--- src/rtl/morse_key_capture_if.sv ---
// Symbol bus between the key-capture stage and the ASCII lookup stage.
// The capture stage drives it (master) and the lookup stage reads it (slave).
interface morse_key_capture_if;
    logic [9:0] morse_out;
    logic       morse_valid;
    logic       overflow;
    logic [2:0] elem_count;

    modport master (
        output morse_out,
        output morse_valid,
        output overflow,
        output elem_count
    );

    modport slave (
        input morse_out,
        input morse_valid,
        input overflow,
        input elem_count
    );
endinterface

--- src/rtl/morse_key_capture.sv ---
// Times a single telegraph key, classifies each press as dot or dash and
// groups elements into a left-justified 10-bit letter with a one-cycle strobe.
module morse_key_capture #(
    parameter int CNT_W            = 26,
    parameter int MIN_PRESS_TICKS  = 500000,
    parameter int DOT_MAX_TICKS    = 12500000,
    parameter int LETTER_GAP_TICKS = 37500000
) (
    input  logic                clk,
    input  logic                rst,
    input  logic                key_in,
    morse_key_capture_if.master sym_if
);

    localparam int               NUM_SLOTS = 5;
    localparam logic [9:0]       EMPTY_SYM = 10'b0101010101;
    localparam logic [1:0]       ELEM_DOT  = 2'b10;
    localparam logic [1:0]       ELEM_DASH = 2'b11;
    localparam logic [CNT_W-1:0] MIN_C     = CNT_W'(MIN_PRESS_TICKS);
    localparam logic [CNT_W-1:0] DOT_C     = CNT_W'(DOT_MAX_TICKS);
    localparam logic [CNT_W-1:0] GAP_C     = CNT_W'(LETTER_GAP_TICKS);
    localparam logic [CNT_W-1:0] CNT_MAX   = '1;
    localparam logic [CNT_W-1:0] CNT_ONE   = CNT_W'(1);

    typedef enum logic [1:0] {
        ST_IDLE,
        ST_PRESS,
        ST_GAP
    } state_t;

    logic             r_key_meta;
    logic             r_key_s;
    state_t           r_state;
    state_t           w_state_next;
    logic [CNT_W-1:0] r_press_cnt;
    logic [CNT_W-1:0] w_press_cnt_next;
    logic [CNT_W-1:0] r_gap_cnt;
    logic [CNT_W-1:0] w_gap_cnt_next;
    logic [9:0]       r_buf;
    logic [9:0]       w_buf_next;
    logic [2:0]       r_elem_cnt;
    logic [2:0]       w_elem_cnt_next;
    logic             r_ovf;
    logic             w_ovf_next;
    logic [9:0]       r_morse_out;
    logic [9:0]       w_morse_out_next;
    logic             r_morse_valid;
    logic             w_morse_valid_next;
    logic             r_overflow;
    logic             w_overflow_next;

    logic [CNT_W-1:0] w_press_inc;
    logic [CNT_W-1:0] w_gap_inc;
    logic             w_is_glitch;
    logic [1:0]       w_elem;
    logic             w_buf_full;
    logic [9:0]       w_buf_app;

    // Two-flop synchronizer; key_in has no relation to clk.
    always_ff @(posedge clk) begin
        if (rst) begin
            r_key_meta <= 1'b0;
            r_key_s    <= 1'b0;
        end else begin
            r_key_meta <= key_in;
            r_key_s    <= r_key_meta;
        end
    end

    assign w_press_inc = (r_press_cnt == CNT_MAX) ? r_press_cnt : r_press_cnt + CNT_ONE;
    assign w_gap_inc   = (r_gap_cnt == CNT_MAX) ? r_gap_cnt : r_gap_cnt + CNT_ONE;
    assign w_is_glitch = (r_press_cnt < MIN_C);
    assign w_elem      = (r_press_cnt <= DOT_C) ? ELEM_DOT : ELEM_DASH;
    assign w_buf_full  = (r_elem_cnt == 3'(NUM_SLOTS));

    // Buffer with the new element dropped into slot elem_count; slot 0 is [9:8].
    genvar gi;
    generate
        for (gi = 0; gi < NUM_SLOTS; gi++) begin : g_slot
            assign w_buf_app[9-2*gi -: 2] = (r_elem_cnt == 3'(gi)) ? w_elem
                                                                   : r_buf[9-2*gi -: 2];
        end
    endgenerate

    always_comb begin
        w_state_next       = r_state;
        w_press_cnt_next   = r_press_cnt;
        w_gap_cnt_next     = r_gap_cnt;
        w_buf_next         = r_buf;
        w_elem_cnt_next    = r_elem_cnt;
        w_ovf_next         = r_ovf;
        w_morse_out_next   = r_morse_out;
        w_morse_valid_next = 1'b0;
        w_overflow_next    = 1'b0;

        case (r_state)
            ST_IDLE: begin
                if (r_key_s) begin
                    w_press_cnt_next = CNT_ONE;
                    w_state_next     = ST_PRESS;
                end
            end

            ST_PRESS: begin
                if (r_key_s) begin
                    w_press_cnt_next = w_press_inc;
                end else if (w_is_glitch) begin
                    // A glitch inside a letter restarts the gap timer.
                    if (r_elem_cnt == 3'd0) begin
                        w_state_next = ST_IDLE;
                    end else begin
                        w_state_next   = ST_GAP;
                        w_gap_cnt_next = CNT_ONE;
                    end
                end else begin
                    if (w_buf_full) begin
                        w_ovf_next = 1'b1;
                    end else begin
                        w_buf_next      = w_buf_app;
                        w_elem_cnt_next = r_elem_cnt + 3'd1;
                    end
                    w_state_next   = ST_GAP;
                    w_gap_cnt_next = CNT_ONE;
                end
            end

            ST_GAP: begin
                if (r_key_s) begin
                    w_press_cnt_next = CNT_ONE;
                    w_state_next     = ST_PRESS;
                end else if (r_gap_cnt == GAP_C) begin
                    w_morse_valid_next = 1'b1;
                    w_morse_out_next   = r_ovf ? EMPTY_SYM : r_buf;
                    w_overflow_next    = r_ovf;
                    w_buf_next         = EMPTY_SYM;
                    w_elem_cnt_next    = 3'd0;
                    w_ovf_next         = 1'b0;
                    w_state_next       = ST_IDLE;
                end else begin
                    w_gap_cnt_next = w_gap_inc;
                end
            end

            default: begin
                w_state_next = ST_IDLE;
            end
        endcase
    end

    always_ff @(posedge clk) begin
        if (rst) begin
            r_state       <= ST_IDLE;
            r_press_cnt   <= '0;
            r_gap_cnt     <= '0;
            r_buf         <= EMPTY_SYM;
            r_elem_cnt    <= 3'd0;
            r_ovf         <= 1'b0;
            r_morse_out   <= EMPTY_SYM;
            r_morse_valid <= 1'b0;
            r_overflow    <= 1'b0;
        end else begin
            r_state       <= w_state_next;
            r_press_cnt   <= w_press_cnt_next;
            r_gap_cnt     <= w_gap_cnt_next;
            r_buf         <= w_buf_next;
            r_elem_cnt    <= w_elem_cnt_next;
            r_ovf         <= w_ovf_next;
            r_morse_out   <= w_morse_out_next;
            r_morse_valid <= w_morse_valid_next;
            r_overflow    <= w_overflow_next;
        end
    end

    assign sym_if.morse_out   = r_morse_out;
    assign sym_if.morse_valid = r_morse_valid;
    assign sym_if.overflow    = r_overflow;
    assign sym_if.elem_count  = r_elem_cnt;

endmodule
--- src/flat_wrapper.sv ---
// flat-port wrapper written by rule: the top's interface ports become plain ports
module morse_key_capture_flat 
#(
    parameter int CNT_W            = 26,
    parameter int MIN_PRESS_TICKS  = 500000,
    parameter int DOT_MAX_TICKS    = 12500000,
    parameter int LETTER_GAP_TICKS = 37500000
)
  (clk, rst, key_in, sym_if_morse_out, sym_if_morse_valid, sym_if_overflow, sym_if_elem_count);
  morse_key_capture_if sym_if_i ();
  input  logic clk;
  input  logic rst;
  input  logic key_in;
  output wire logic [$bits(sym_if_i.morse_out)-1:0] sym_if_morse_out;
  output wire logic [$bits(sym_if_i.morse_valid)-1:0] sym_if_morse_valid;
  output wire logic [$bits(sym_if_i.overflow)-1:0] sym_if_overflow;
  output wire logic [$bits(sym_if_i.elem_count)-1:0] sym_if_elem_count;
  assign sym_if_morse_out = sym_if_i.morse_out;
  assign sym_if_morse_valid = sym_if_i.morse_valid;
  assign sym_if_overflow = sym_if_i.overflow;
  assign sym_if_elem_count = sym_if_i.elem_count;
  morse_key_capture #(.CNT_W(CNT_W), .MIN_PRESS_TICKS(MIN_PRESS_TICKS), .DOT_MAX_TICKS(DOT_MAX_TICKS), .LETTER_GAP_TICKS(LETTER_GAP_TICKS)) u_core (.clk(clk), .rst(rst), .key_in(key_in), .sym_if(sym_if_i));
endmodule
--- config.mk ---
export PLATFORM = sky130hd
export DESIGN_NAME = morse_key_capture_flat
export DESIGN_NICKNAME = d
export VERILOG_FILES = /design/src/rtl/morse_key_capture_if.sv /design/src/rtl/morse_key_capture.sv /design/src/flat_wrapper.sv
export SDC_FILE = /design/constraint.sdc
export NUM_CORES = 1
export LEC_CHECK = 0
export ABC_AREA = 0
export BUFFER_PORTS_ARGS = -buffer_cell sky130_fd_sc_hd__buf_2
export CORE_MARGIN = 1.5
export CORE_UTILIZATION = 30
export DETAILED_ROUTE_END_ITERATION = 12
export PLACE_DENSITY_LB_ADDON = 0.05
export SKIP_CTS_REPAIR_TIMING = 1
export SLEW_MARGIN = 10
export SYNTH_ARGS = -nofsm -noshare
export SYNTH_HDL_FRONTEND = slang
export SYNTH_SLANG_ARGS = --single-unit
--- constraint.sdc ---
create_clock -name clk -period 3.55 [get_ports clk]
set_input_delay 0.355 -clock clk [delete_from_list [all_inputs] [get_ports clk]]
set_output_delay 0.355 -clock clk [all_outputs]
set_load 0.02 [all_outputs]
==> impl_metrics.tcl, run 1 <==
set metrics [dict create \
    num_rows 43 \
    setup_viol 0 \
    gp_congestion 0.777 \
    clock_power_share_pct 40.3 \
    initial_core_util_pct 30.9 \
    hp-class "primary input to register" \
    drc 0 \
    p_comb_share_pct 15.2 \
    cts-root-buf "clkbuf_16" \
    fillers 1441 \
    final_nets 539 \
    tritoncts "yes" \
    grt_max_degree 40 \
    maxCapViolations 0 \
    finClkSkew_ns 0.00866 \
    routedWlPerCell_um 16.2 \
    syn_area_um2 4300 \
    switching_share_pct 28.5 \
    io_pins 18 \
    antenna_left 0 \
    grtUsageTotal_pct 16.2 \
    cts.htree.levels 3 \
    antenna_found_initial 0 \
    critical_path_class "register to register" \
    maxSlewHeadroom_pct 44.7 \
    final_common_cell "dfxtp_1" \
    io_buffers 17 \
    cp_data_required_time_ns 3.79 \
    p_sw_mw 0.658 \
    p_total_mw 2.31 \
    start_kind "register" \
    max_freq_mhz 331 \
    hold_viol_final 0 \
    core_um2 13900 \
    antennaDiodeCount 0 \
    synth_cell_types 65 \
    worst_hold_slack_ns 0.244 \
    crit_arrival_ns 3.26 \
    ys.flop_type "dfxtp_1" \
    async_reset_ff_share_pct 0 \
    grt_pass1_wl_um 18900 \
    dr.pass1.iters 4 \
    die_x_um 123 \
    status "complete, no violations" \
    placed_area_um2 4600 \
    clkSinkCount 82 \
    min_period_ns 3.02 \
    final_cell_mix "dfxtp_1 (82), nand2_1 (50), nor2_1 (45), inv_1 (26), nand3_1 (22)" \
    leakagePower_nw 1.70 \
    peakVddDrop_mv 0.206 \
    yosys_warnings 0 \
    p_seq_share_pct 44.4 \
    period_share_pct 85.1 \
    critPathMaxFanout 13 \
    syn_avg_cell_area_um2 8.47 \
    drive_gt1_share_pct 11.0 \
    overflow 0 \
    power_density_nw_per_um2 471 \
    timing.final.max_slew_violations 0 \
    design.die.area_um2 15100 \
    synth_nets 524 \
    power.internal_mw 1.65 \
    ys_seq_elements 82 \
    worstSetupEndpointType "register" \
    tns_ns 0 \
    cts_max_path_buffers 2 \
    area_growth_pct 13.8 \
    viasPerCell 5.37 \
    place_hpwl_um 7940 \
    worst_pin_slew_ns 0.829 \
    cts_made_buffers 9 \
    clk_latency_ns 0.34 \
    synth_edf_count 0 \
    num_vias 3803 \
    post-route-util_pct 35.1 \
    rsz0062_at_grt "no" \
    drt-total-wl_um 11400 \
    fin_area_um2 4890 \
    die_y_um 123 \
    seq_area_frac_synth_pct 38.2 \
    cts.clk_slew.worst_paths_ns 0.06 \
    syn_inst 508 \
    grt_pass1_vias 3659 \
    drt_first_iter_violations 255 \
]
## state kept, by name, indices dropped and copies added (netlist names)
name,count
u_core.r_buf,10
u_core.r_gap_cnt,26
u_core.r_key_meta,1
u_core.r_key_s,1
u_core.r_ovf,1
u_core.r_press_cnt,26
u_core.r_state,2
u_core.sym_if.elem_count,3
u_core.sym_if.morse_out,10
u_core.sym_if.morse_valid,1
u_core.sym_if.overflow,1
## final cells by class
cell class / instances / area (um^2) / share of cell area [%]
clock inverters: 6 / 65.1 / 1.33
flip-flops and latches: 82 / 1640 / 33.5
well taps: 180 / 225 / 4.60
clock buffers: 10 / 229 / 4.68
repair buffers: 28 / 168 / 3.43
multi-input cells: 376 / 2470 / 50.4
inverters: 26 / 97.6 / 1.99
## synth_stat cells (7+ instances only)
master,number,area share (%)
clkbuf_1,17,1.5
nand2_1,50,4.4
or3_1,9,1.3
xor2_1,9,1.8
buf_2,7,0.81
inv_1,26,2.3
nor3_1,15,1.7
xnor2_1,14,2.9
a21oi_1,12,1.4
nor2_1,45,3.9
or4_1,7,1.2
nand3_1,22,2.6
mux2i_1,11,2.6
dfxtp_1,82,38
and4_1,8,1.6
o211ai_1,10,1.7
o41ai_1,10,2.0
nand4_1,19,2.8
nor2b_1,7,1.0
nor4_1,8,1.2
ha_1,13,3.8
o21ai_0,20,2.3
## metal layers
| layer | up-vias | share of wire (%) | track usage, % |
|---|---|---|---|
| li1 | 1919 | - | - |
| met1 | 1816 | 51 | 22.1 |
| met2 | 57 | 45 | 25.0 |
| met3 | 11 | 3.1 | 3.11 |
| met4 | 0 | 1.5 | 6.83 |
| met5 | - | 0 | 0 |
## path summary, 6_finish.rpt
kind	start	to	slack, ns	cells past startpoint
max	u_core.r_gap_cnt[0]	u_core.r_gap_cnt[3]	0.53	9
min	key_in	u_core.r_key_meta	0.24	2
max reg2reg	u_core.r_gap_cnt[0]	u_core.r_gap_cnt[3]	0.53	9
min reg2reg	u_core.r_buf[1]	u_core.r_buf[1]	0.46	2
## metrics by stage
stage	instances	worst slack, ns
floorplan	508	1.05
global route	708	0.333
detailed placement	692	0.533
finish	708	0.529
global placement	692	0.608
CTS	708	0.525
## logic make-up after synthesis
| kind of cell | after synthesis | share of synthesized area (%) |
|---|---|---|
| AOI/OAI and AO/OA | 111 | 19.2 |
| and+or+nand+nor | 218 | 27.0 |
| muxes | 11 | 2.56 |
| adders and majority gates | 13 | 3.78 |
| DFF | 82 | 38.2 |
| buffers and inverters | 50 | 4.57 |
| xor gates and xnor gates | 23 | 4.68 |
## critical path, cell delays in order (launching register included)
cell,delay [ns]
dfxtp_1,0.35
inv_1,0.07
ha_1,0.13
or3b_2,0.42
or4b_1,0.57
nor3_1,0.28
a311o_1,0.53
buf_4,0.28
nor3_1,0.07
o32ai_1,0.22
## power by group through the flow
stage / sequential, mW / clock [mW] / combinational, mW
final: 1.02 / 0.931 / 0.351
after global routing: 1.03 / 1.01 / 0.395
after CTS: 1.03 / 0.973 / 0.356
after detailed placement: 1.05 / 0 / 0.354
after global placement: 1.04 / 0 / 0.353
after floorplan: 1.04 / 0 / 0.260
No activity file was read; power rests on OpenSTA's default activity.
==> run 2: changes to the inputs <==
- clock period: 3.55 -> 3.76 ns (I/O delays scaled with it)
==> run 2 against run 1 <==
Compared with the run above:
- worst setup slack gained 0.23 ns
- non-clock buffer count is the same
- register-to-register slack gained 0.23 ns
- sequential power shrank 5%
- critical path depth shrank 2
- largest cell class unchanged
- clock power shrank 7.5%
- sequential share of layout area grew 0.069 points
- utilization shrank 0.072 points
- design area shrank 0.20%
- highest routed layer unchanged
==> impl_metrics.tcl, run 2 (same netlist as run 1, synthesis figures left out) <==
set metrics [dict create \
    drt_first_iter_violations 261 \
    core_um2 13900 \
    io_pins 18 \
    grt_max_degree 40 \
    grtUsageTotal_pct 16.4 \
    final_cell_mix "dfxtp_1 (82), nand2_1 (50), nor2_1 (45), inv_1 (26), nand3_1 (22)" \
    final_common_cell "dfxtp_1" \
    maxCapViolations 0 \
    critical_path_class "register to register" \
    tns_ns 0 \
    grt_pass1_vias 3733 \
    max_freq_mhz 333 \
    finClkSkew_ns 0.00659 \
    initial_core_util_pct 30.9 \
    start_kind "register" \
    worst_pin_slew_ns 0.764 \
    grt_pass1_wl_um 19400 \
    cp_data_required_time_ns 4.00 \
    drc 0 \
    cts.htree.levels 3 \
    drive_gt1_share_pct 11.2 \
    design.die.area_um2 15100 \
    hold_path_depth 2 \
    antenna_left 0 \
    worstSetupEndpointType "register" \
    die_x_um 123 \
    overflow 0 \
    hp-class "primary input to register" \
    cts-root-buf "clkbuf_16" \
    io_buffers 17 \
    p_total_mw 2.16 \
    area_growth_pct 13.6 \
    dr.pass1.iters 7 \
    maxSlewHeadroom_pct 49.1 \
    cts_max_path_buffers 2 \
    antennaDiodeCount 0 \
    timing.final.max_slew_violations 0 \
    hold_viol_final 0 \
    die_y_um 123 \
    critPathMaxFanout 17 \
    final_nets 539 \
    setup_viol 0 \
    rr_endpoint "u_core.r_gap_cnt[8]" \
    num_rows 43 \
    antenna_found_initial 0 \
    crit_arrival_ns 3.25 \
    r2r_cells 7 \
    period_share_pct 79.9 \
    cts.clk_slew.worst_paths_ns 0.07 \
    leakagePower_nw 1.70 \
    reg.largest.list "u_core.r_gap_cnt (26), u_core.r_press_cnt (26)" \
    clkSinkCount 82 \
    whs_endpoint "u_core.r_key_meta" \
    num_vias 3809 \
    min_period_ns 3.01 \
    tritoncts "yes" \
    power_density_nw_per_um2 442 \
    viasPerCell 5.38 \
    cts_made_buffers 9 \
    status "complete, no violations" \
    drt-total-wl_um 11400 \
    clk_latency_ns 0.35 \
    r2r_start "u_core.r_state[1]" \
    gp_congestion 0.789 \
    rsz0062_at_grt "no" \
    peakVddDrop_mv 0.220 \
    reg2reg_slack_ns 0.75 \
    routedWlPerCell_um 16.1 \
    place_hpwl_um 7890 \
    hp-start "key_in" \
    fillers 1465 \
]
[run 2: changes by cell type in the layout (fill, tap and decap cells not counted)]
cell       before  now
inv_6           1    3
bufinv_16       1    0
clkbuf_1        1    0
clkinv_2        2    1
inv_8           0    1
[run 2: how the worst max path moves through the flow]
stage	start	endpoint	slack [ns]	cells after the start
after floorplan	u_core.r_gap_cnt[0]	u_core.r_gap_cnt[0]	1.26	7
after global placement	u_core.r_state[1]	u_core.r_gap_cnt[14]	0.85	7
after detailed placement	u_core.r_state[1]	u_core.r_gap_cnt[22]	0.79	7
after CTS	u_core.r_state[1]	u_core.r_gap_cnt[22]	0.76	7
after global routing	u_core.r_press_cnt[14]	u_core.r_gap_cnt[16]	0.40	6
final	u_core.r_state[1]	u_core.r_gap_cnt[8]	0.75	7
[run 2: final cells by class]
cell class                 count  area, um^2  share of cell area [%]
multi-input combinational    376        2470                    50.5
clock inverter                 7        58.8                    1.20
timing repair buffer          28         168                    3.43
clock buffer                   9         225                    4.61
tap                          180         225                    4.61
inverter                      26        97.6                    2.00
sequential                    82        1640                    33.6
[run 2: metal layers]
layer	up-vias	global-route usage (%)	wire length, um
met1	1825	22.1	5750
li1	1912	-	-
met3	12	4.51	420
met5	-	0	0
met2	60	25.5	5100
met4	0	5.16	142
[run 2: worst max-delay path, stage by stage (launching register included)]
cell and delay [ns]:
dfxtp_1 0.39, inv_1 0.10, ha_1 0.31, o21ai_0 0.20
nand2_1 0.10, a311oi_2 0.68, nand2_1 0.64, o41ai_1 0.47
[run 2: through the flow]
step | hold slack, ns | instance area (um^2) | setup WS, ns | utilization, % | std cells
finish | 0.242 | 4880 | 0.755 | 35.1 | 708
global route | 0.247 | 4880 | 0.402 | 35.1 | 708
CTS | 0.239 | 4880 | 0.761 | 35.1 | 708
detailed placement | 0.450 | 4600 | 0.789 | 33.0 | 692
global placement | 0.427 | 4600 | 0.846 | 33.0 | 692
floorplan | 0.414 | 4300 | 1.26 | - | 508
[run 2: report_power, final]
part	leakage, nW	internal, mW	total, mW	switching (mW)
registers	0.663	0.923	0.968	0.0447
logic	0.894	0.117	0.329	0.212
clock network	0.139	0.459	0.861	0.401
==> run 3: changes to the inputs <==
- clock period: 3.76 -> 2.9 ns (I/O delays scaled with it)
==> run 3 against run 2 <==
Compared with the run above:
- clock-buffer cell count stayed put
- combinational power rose by 37%
- sequential cell count unchanged
- clock power up 37%
- worst hold slack worse by 0.080 ns
- critical endpoint is now u_core.r_gap_cnt[5]
- highest routed layer unchanged
- via count grew 1.3%
- utilization increased by 0.93 points
==> impl_metrics.tcl, run 3 (same netlist as run 1, synthesis figures left out) <==
set metrics [dict create \
    placed_area_um2 4690 \
    power.internal_mw 2.04 \
    overflow 0 \
    period_share_pct 91.7 \
    tns_ns 0 \
    p_seq_share_pct 43.4 \
    pre_cts_slack_ns 0.222 \
    viasPerCell 5.36 \
    whs_endpoint "u_core.r_key_meta" \
    num_rows 43 \
    worst_pin_slew_ns 0.573 \
    post-route-util_pct 36.0 \
    start_kind "register" \
    slowest_delay_ns 0.59 \
    drt_first_iter_violations 330 \
    gp_congestion 0.768 \
    grt_pass1_vias 3695 \
    tritoncts "yes" \
    setup_ws_ns 0.241 \
    final_common_cell "dfxtp_1" \
    power_density_nw_per_um2 575 \
    cts-root-buf "clkbuf_16" \
    crit_family "simple AND/OR/NAND/NOR gates" \
    hold_path_depth 2 \
    antenna_found_initial 0 \
    grtUsageTotal_pct 16.6 \
    place_hpwl_um 8160 \
    reg2reg_slack_ns 0.24 \
    p_comb_share_pct 15.7 \
    worst_hold_slack_ns 0.161 \
    maxSlewHeadroom_pct 61.8 \
    critPathBufInv 2 \
    cts.htree.levels 3 \
    cts_max_path_buffers 2 \
    final_cell_mix "dfxtp_1 (82), nand2_1 (50), nor2_1 (45), inv_1 (26), buf_4 (23)" \
    p_sw_mw 0.848 \
    crit_arrival_ns 2.91 \
    critPathMaxFanout 11 \
    routedWlPerCell_um 15.9 \
    drive_gt1_share_pct 13.5 \
    grt_pass1_wl_um 19300 \
    die_y_um 123 \
    setup_viol 0 \
    area_growth_pct 16.6 \
    die_x_um 123 \
    hp-start "key_in" \
    antennaDiodeCount 0 \
    clk_latency_ns 0.35 \
    leakagePower_nw 1.77 \
    timing.final.max_slew_violations 0 \
    core_um2 13900 \
    switching_share_pct 29.4 \
    initial_core_util_pct 30.9 \
    r2r_cells 9 \
    design.die.area_um2 15100 \
    rr_endpoint "u_core.r_gap_cnt[5]" \
    slowest_stage "or4b_1" \
    clock_power_share_pct 41.0 \
    final_nets 551 \
    io_pins 18 \
    cts_made_buffers 9 \
    max_freq_mhz 376 \
    clkSinkCount 82 \
    min_period_ns 2.66 \
    fin_area_um2 5010 \
    finClkSkew_ns 0.00842 \
    drc 0 \
    seqCellArea_um2 1640 \
    fillers 1441 \
    maxCapViolations 0 \
    cts.clk_slew.worst_paths_ns 0.06 \
    r2r_start "u_core.r_gap_cnt[1]" \
    peakVddDrop_mv 0.296 \
    reg.largest.list "u_core.r_gap_cnt (26), u_core.r_press_cnt (26)" \
    worstSetupEndpointType "register" \
    place_inst 704 \
    hp-class "primary input to register" \
    grt_max_degree 28 \
    rsz0062_at_grt "no" \
    p_total_mw 2.88 \
    num_vias 3858 \
    crit_chain "inv_1, ha_1, or3b_2, or4b_1, nor3_2, a311o_1, buf_4, a211oi_1, o32ai_1" \
    io_buffers 17 \
    critical_path_class "register to register" \
    hold_viol_final 0 \
    stdcell_count 720 \
    cp_data_required_time_ns 3.16 \
    antenna_left 0 \
    status "complete, no violations" \
    drt-total-wl_um 11500 \
    dr.pass1.iters 4 \
    multi_input_area_um2 2490 \
]
==> run 3: worst reg2reg max path: stages, from the launching register on <==
cell	delay, ns
dfxtp_1	0.34
inv_1	0.06
ha_1	0.13
or3b_2	0.44
or4b_1	0.59
nor3_2	0.26
a311o_1	0.24
buf_4	0.21
a211oi_1	0.07
o32ai_1	0.22
==> run 3: cell type report <==
class,instances,area share (%)
inverters,26,1.95
clock inverters,7,1.55
flip-flops and latches,82,32.7
multi-input cells,376,49.7
clock buffers,9,4.49
well taps,180,4.49
repair buffers,40,5.14
==> run 3: how the worst max path moves through the flow <==
stage	from	to	cells after the start
after floorplan	u_core.r_gap_cnt[0]	u_core.r_gap_cnt[0]	7
after global placement	u_core.r_gap_cnt[1]	u_core.r_buf[9]	8
after detailed placement	u_core.r_gap_cnt[1]	u_core.r_buf[9]	8
after CTS	u_core.r_gap_cnt[1]	u_core.r_buf[9]	8
after global routing	u_core.r_gap_cnt[1]	u_core.r_gap_cnt[5]	9
final	u_core.r_gap_cnt[1]	u_core.r_gap_cnt[5]	9
==> run 3: power by group through the flow <==
stage	combinational (mW)	clock, mW	sequential (mW)
6_report	0.452	1.18	1.25
5_1_grt	0.509	1.27	1.26
4_1_cts	0.449	1.22	1.25
3_5_place_dp	0.448	0	1.28
3_3_place_gp	0.442	0	1.28
2_1_floorplan	0.318	0	1.27
==> run 3: routing by layer <==
metal | share of wire (%) | global-route usage [%] | up-vias
li1 | - | - | 1937
met1 | 51 | 22.9 | 1855
met2 | 45 | 25.0 | 57
met3 | 3.2 | 3.53 | 9
met4 | 1.3 | 6.54 | 0
met5 | 0 | 0 | -
